==> src/rtl/amiga_clk_en_rst.sv <==
// Reset sequencer and chipset timing enables for the 28 MHz domain.
// Holds rst_out until PLL lock has been stable, then runs the phase counters.
module amiga_clk_en_rst #(
  parameter int LOCK_SYNC_STAGES = 2,
  parameter int RST_HOLD_CYCLES  = 4096
) (
  input  logic clk,
  input  logic reset,
  input  logic pll_locked,
  output logic rst_out,
  output logic ready,
  output logic clk7_en,
  output logic clk7n_en,
  output logic c1,
  output logic c3,
  output logic eclk,
  output logic eclk_en
);

  localparam int HW = $clog2(RST_HOLD_CYCLES + 1);
  localparam logic [HW-1:0] HOLD_LAST = HW'(RST_HOLD_CYCLES - 1);

  typedef enum logic [1:0] {
    WAIT_LOCK = 2'd0,
    HOLD      = 2'd1,
    RUN       = 2'd2
  } state_t;

  state_t state;
  logic [HW-1:0] hold_cnt;
  logic [LOCK_SYNC_STAGES-1:0] sync_q;
  logic lock_s;
  logic [2:0] ph;
  logic [2:0] ph_n;
  logic [3:0] e_cnt;
  logic [3:0] e_n;
  logic go_run;

  assign lock_s = sync_q[LOCK_SYNC_STAGES-1];

  always_ff @(posedge clk) begin
    if (reset) begin
      sync_q <= '0;
    end else begin
      sync_q <= {sync_q[LOCK_SYNC_STAGES-2:0], pll_locked};
    end
  end

  always_ff @(posedge clk) begin
    if (reset) begin
      state    <= WAIT_LOCK;
      hold_cnt <= '0;
    end else begin
      unique case (state)
        WAIT_LOCK: begin
          hold_cnt <= '0;
          if (lock_s) state <= HOLD;
        end
        HOLD: begin
          if (!lock_s) begin
            state    <= WAIT_LOCK;
            hold_cnt <= '0;
          end else begin
            hold_cnt <= hold_cnt + 1'b1;
            if (hold_cnt == HOLD_LAST) state <= RUN;
          end
        end
        RUN: begin
          hold_cnt <= '0;
          if (!lock_s) state <= WAIT_LOCK;
        end
        default: begin
          state    <= WAIT_LOCK;
          hold_cnt <= '0;
        end
      endcase
    end
  end

  // Outputs are registered from the next-state view so they line up with state.
  always_comb begin
    go_run = !reset && lock_s &&
             (state == RUN ||
              (state == HOLD && hold_cnt == HOLD_LAST));
    ph_n = 3'd0;
    e_n  = 4'd0;
    if (go_run && state == RUN) begin
      ph_n = ph + 3'd1;
      e_n  = e_cnt;
      if (clk7_en) begin
        e_n = (e_cnt == 4'd9) ? 4'd0 : e_cnt + 4'd1;
      end
    end
  end

  always_ff @(posedge clk) begin
    if (reset) begin
      ph       <= 3'd0;
      e_cnt    <= 4'd0;
      rst_out  <= 1'b1;
      ready    <= 1'b0;
      clk7_en  <= 1'b0;
      clk7n_en <= 1'b0;
      c1       <= 1'b0;
      c3       <= 1'b0;
      eclk     <= 1'b0;
      eclk_en  <= 1'b0;
    end else begin
      ph       <= ph_n;
      e_cnt    <= e_n;
      rst_out  <= !go_run;
      ready    <= go_run;
      clk7_en  <= go_run && ph_n[1:0] == 2'd3;
      clk7n_en <= go_run && ph_n[1:0] == 2'd1;
      c1       <= go_run && ph_n[2];
      c3       <= go_run && (ph_n[2] ^ ph_n[1]);
      eclk     <= go_run && e_n >= 4'd6;
      eclk_en  <= go_run && ph_n[1:0] == 2'd3 && e_n == 4'd9;
    end
  end

endmodule

==> config.mk <==
export PLATFORM = sky130hd
export DESIGN_NAME = amiga_clk_en_rst
export DESIGN_NICKNAME = d
export VERILOG_FILES = /design/src/rtl/amiga_clk_en_rst.sv
export SDC_FILE = /design/constraint.sdc
export NUM_CORES = 1
export LEC_CHECK = 0
export BUFFER_PORTS_ARGS = -buffer_cell sky130_fd_sc_hd__buf_2
export CAP_MARGIN = 20
export CORE_ASPECT_RATIO = 1.1
export CORE_MARGIN = 4
export CORE_UTILIZATION = 51
export CTS_BUF_LIST = sky130_fd_sc_hd__clkbuf_2
export DETAILED_ROUTE_END_ITERATION = 10
export HOLD_SLACK_MARGIN = 0.02
export PLACE_DENSITY_LB_ADDON = 0.08
export SETUP_SLACK_MARGIN = 0.05
export SLEW_MARGIN = 20
export SYNTH_ARGS = -nofsm -noshare
export SYNTH_HDL_FRONTEND = slang
export SYNTH_SLANG_ARGS = --single-unit
==> constraint.sdc <==
create_clock -name clk -period 3.18 [get_ports clk]
set_clock_uncertainty 0.1 [all_clocks]
set_input_delay 0.636 -clock clk [delete_from_list [all_inputs] [get_ports clk]]
set_output_delay 0.636 -clock clk [all_outputs]
set_load 0.02 [all_outputs]
==> qor.csv <==
stage,metric,value,unit
cts,cts_max_level,2,
global_routing,busiest_layer,met2,
die,die-area,3220,sq um
timing,fin_hold_ws,367,ps
placed_design,dp_hpwl,1490,um
pwr,p_total,0.679,mW
cts,clock-sinks,32,
global_routing,grt_pass1_wl,3730,um
global_routing,met1_usage,0.214,
global_routing,grt_max_degree,14,
flow_run,cap_violations,0,
route,vias,913,
yosys,synth_fp_nets,129,
finish,nets,145,
worst_setup_path,crit_path_start_kind,register,
route,drtPass1Iterations,4,
yosys,syn_area,1210,sq um
worst_setup_path,cp_max_fo,6,
timing,setup_viol,0,
finish,finalNonFillerCells,171,
worst_setup_path,cpLargestDelayFamily,flip-flops,
worst_setup_path,cp_num_buf_inv,1,
timing,rsz0062_at_grt,false,
die,die_w,54.5,um
yosys,netlist_instances,124,
route,wl_per_cell,11.9,um
placed_design,place_area,1300,sq um
yosys,yosysWarnings,0,
global_routing,antenna_found_initial,0,
global_routing,track_usage,0.161,
worst_setup_path,path_cells,buf_2,
worst_setup_path,worst_path_max_delay_cell,dfxtp_1,
yosys,avgSynthCellArea,9.77,sq um
die,coreArea,2250,sq um
worst_setup_path,critical_path.startpoint,clk7_en,
finish,area_delta_synth_final,12.7,%
pwr,p_clk_frac,0.400,
finish,drive_above_1_share,0.163,
route,drc,0,
timing,min_period,1740,ps
cts,cts_buffer_depth,2,
finish,fin_area,1370,sq um
cts,clkTransAtPathRegs,170,ps
die,start_util,0.538,
global_routing,grt_use_met2,0.232,
worst_setup_path,slowest_delay,450,ps
route,first_iter_violations,9,
timing,period_share,0.546,
pwr,p_leak,0.468,nW
placed_design,placed_cells,163,
finish,fillers,220,
worst_hold_path,hp-start,sync_q[0],
placed_design,gp_congestion,0.745,
placed_design,port_buffers,10,
route,ant_nets,0,
worst_setup_path,arrival,1000,ps
timing,hold_violations,0,
timing,maxSlewViolCount,0,
die,io_pins,11,
worst_setup_path,r2r_start,hold_cnt[0],
cts,cts_resized,0,
route,routed_wl,2030,um
route,via_per_inst,5.34,
cts,cts-buffers-inserted,5,
pwr,combPwrFrac,0.006,
yosys,ys_seq_elements,32,
die,rows,18,
worst_setup_path,endpoint_kind,output pin,
yosys,yosysUniqueCellTypes,37,
timing,worst_pin_slew,700,ps
cts,cts_hold_buffers,0,
finish,diodes,0,
pwr,vdd_drop_max,405,uV
global_routing,grt_pass1_vias,873,
worst_setup_path,critPathKind,register to output pin,
die,die_h,59.1,um
global_routing,grtUsageMet3,0.0554,
cts,postCtsSetupRepairBufs,0,
pwr,p_switching,0.142,mW
cts,tritoncts,yes,
yosys,synth-seq-area-share,0.529,
timing,finalSetupTns,0,ps
status,outcome,"complete, no violations",
worst_hold_path,hp-class,register to register,
timing,max_slew_margin,0.527,
pwr,internal_power,0.537,mW
worst_setup_path,reg2reg_setup_slack,1470,ps
cts,worstSkewPairLatency,350,ps
cts,cts-root-buf,clkbuf_2,
global_routing,overflow,0,
pwr,swShare,0.209,
pwr,power_density,497,nW/um^2
pwr,power_frac_seq,0.595,
worst_setup_path,crit_required,2440,ps
timing,fmax,576,MHz
==> synth_stat cells <==
master / count / share of area
a21oi_1: 9 / 0.037
nor3_1: 2 / 0.0083
xnor2_1: 4 / 0.029
and3b_1: 1 / 0.0072
buf_2: 1 / 0.0041
ha_1: 2 / 0.021
a21boi_0: 1 / 0.0062
nand3_4: 1 / 0.014
inv_1: 4 / 0.012
xor2_1: 2 / 0.014
or4_1: 2 / 0.012
or3_1: 4 / 0.021
nor4bb_1: 1 / 0.0083
nor2_1: 11 / 0.034
o22ai_1: 1 / 0.0052
nand2_1: 8 / 0.025
dfxtp_1: 32 / 0.53
and4b_1: 1 / 0.0083
nand4bb_1: 1 / 0.0093
and2_1: 1 / 0.0052
o21ai_1: 2 / 0.0083
nand3_2: 1 / 0.0083
o21a_1: 1 / 0.0062
nand4_1: 3 / 0.015
nand2b_1: 2 / 0.010
a2111oi_0: 1 / 0.0072
nor4b_1: 1 / 0.0072
clkbuf_1: 1 / 0.0031
nor3b_1: 1 / 0.0062
o31ai_1: 2 / 0.012
nand3_1: 2 / 0.0083
or4b_1: 1 / 0.0083
nor2b_1: 5 / 0.026
o31a_2: 1 / 0.0083
nor4_1: 3 / 0.015
or4_4: 1 / 0.0093
o21ai_0: 7 / 0.029
==> cells in the final DEF, fill, tap and decap left out, drive strengths merged, types with 2 or more instances in the layout <==
master	instances
buf	11
inv	4
or4	3
nor2b	5
o31ai	2
nand2b	2
xnor2	4
nand3	4
o21ai	9
ha	2
clkbuf	5
xor2	2
nor2	11
a21oi	9
nand4	3
dfxtp	32
or3	4
nor4	3
nand2	8
nor3	2
==> sequential cells by signal, indices dropped and copies added (netlist names) <==
name      flops
c3            1
c1            1
hold_cnt     13
eclk_en       1
sync_q        2
clk7_en       1
rst_out       1
ph            3
clk7n_en      1
ready         1
e_cnt         4
state         2
eclk          1
==> path summary, 6_finish.rpt <==
| check | end | cells past startpoint |
|---|---|---|
| setup / recovery | clk7_en | 1 |
| hold / removal | sync_q[1] | 1 |
| setup reg to reg | hold_cnt[12] | 4 |
| hold reg to reg | sync_q[1] | 1 |
==> power groups by stage <==
stage,logic [mW],clock network [mW],registers [mW]
after floorplan,0.00193,0,0.412
after global placement,0.00380,0,0.412
after detailed placement,0.00397,0,0.412
after CTS,0.00399,0.278,0.404
after global routing,0.00446,0.295,0.404
final,0.00393,0.271,0.404
==> final cells by class <==
cell class	count	area, sq um	share of cell area
inverter	4	15.0	0.0110
timing repair buffer	11	57.6	0.0422
tap	30	37.5	0.0275
clock inverter	3	42.5	0.0312
sequential	32	641	0.469
clock buffer	5	25.0	0.0183
multi-input combinational	86	547	0.401
==> layer usage <==
metal / vias to the layer above / wire, um
li1: 480 / -
met1: 410 / 973
met2: 18 / 923
met3: 5 / 93
met4: 0 / 38
met5: - / 0
==> stage by stage <==
step	util	setup slack [ps]
after floorplan	-	1540
after global placement	0.576	1230
after detailed placement	0.576	1130
after CTS	0.606	1410
after global routing	0.606	1340
final	0.606	1440
==> cell families (layout without fill, tap and decap cells) <==
group | count (synthesis) | in the layout | synth area share
XOR/XNOR | 6 | 6 | 0.0434
AO/OA/AOI/OAI | 25 | 25 | 0.120
buffers and inverters | 6 | 23 | 0.0196
AND/OR/NAND/NOR | 53 | 53 | 0.268
adder cells (fa/ha/maj) | 2 | 2 | 0.0207
flip-flops | 32 | 32 | 0.529
Power figures use the tool's default switching activity.
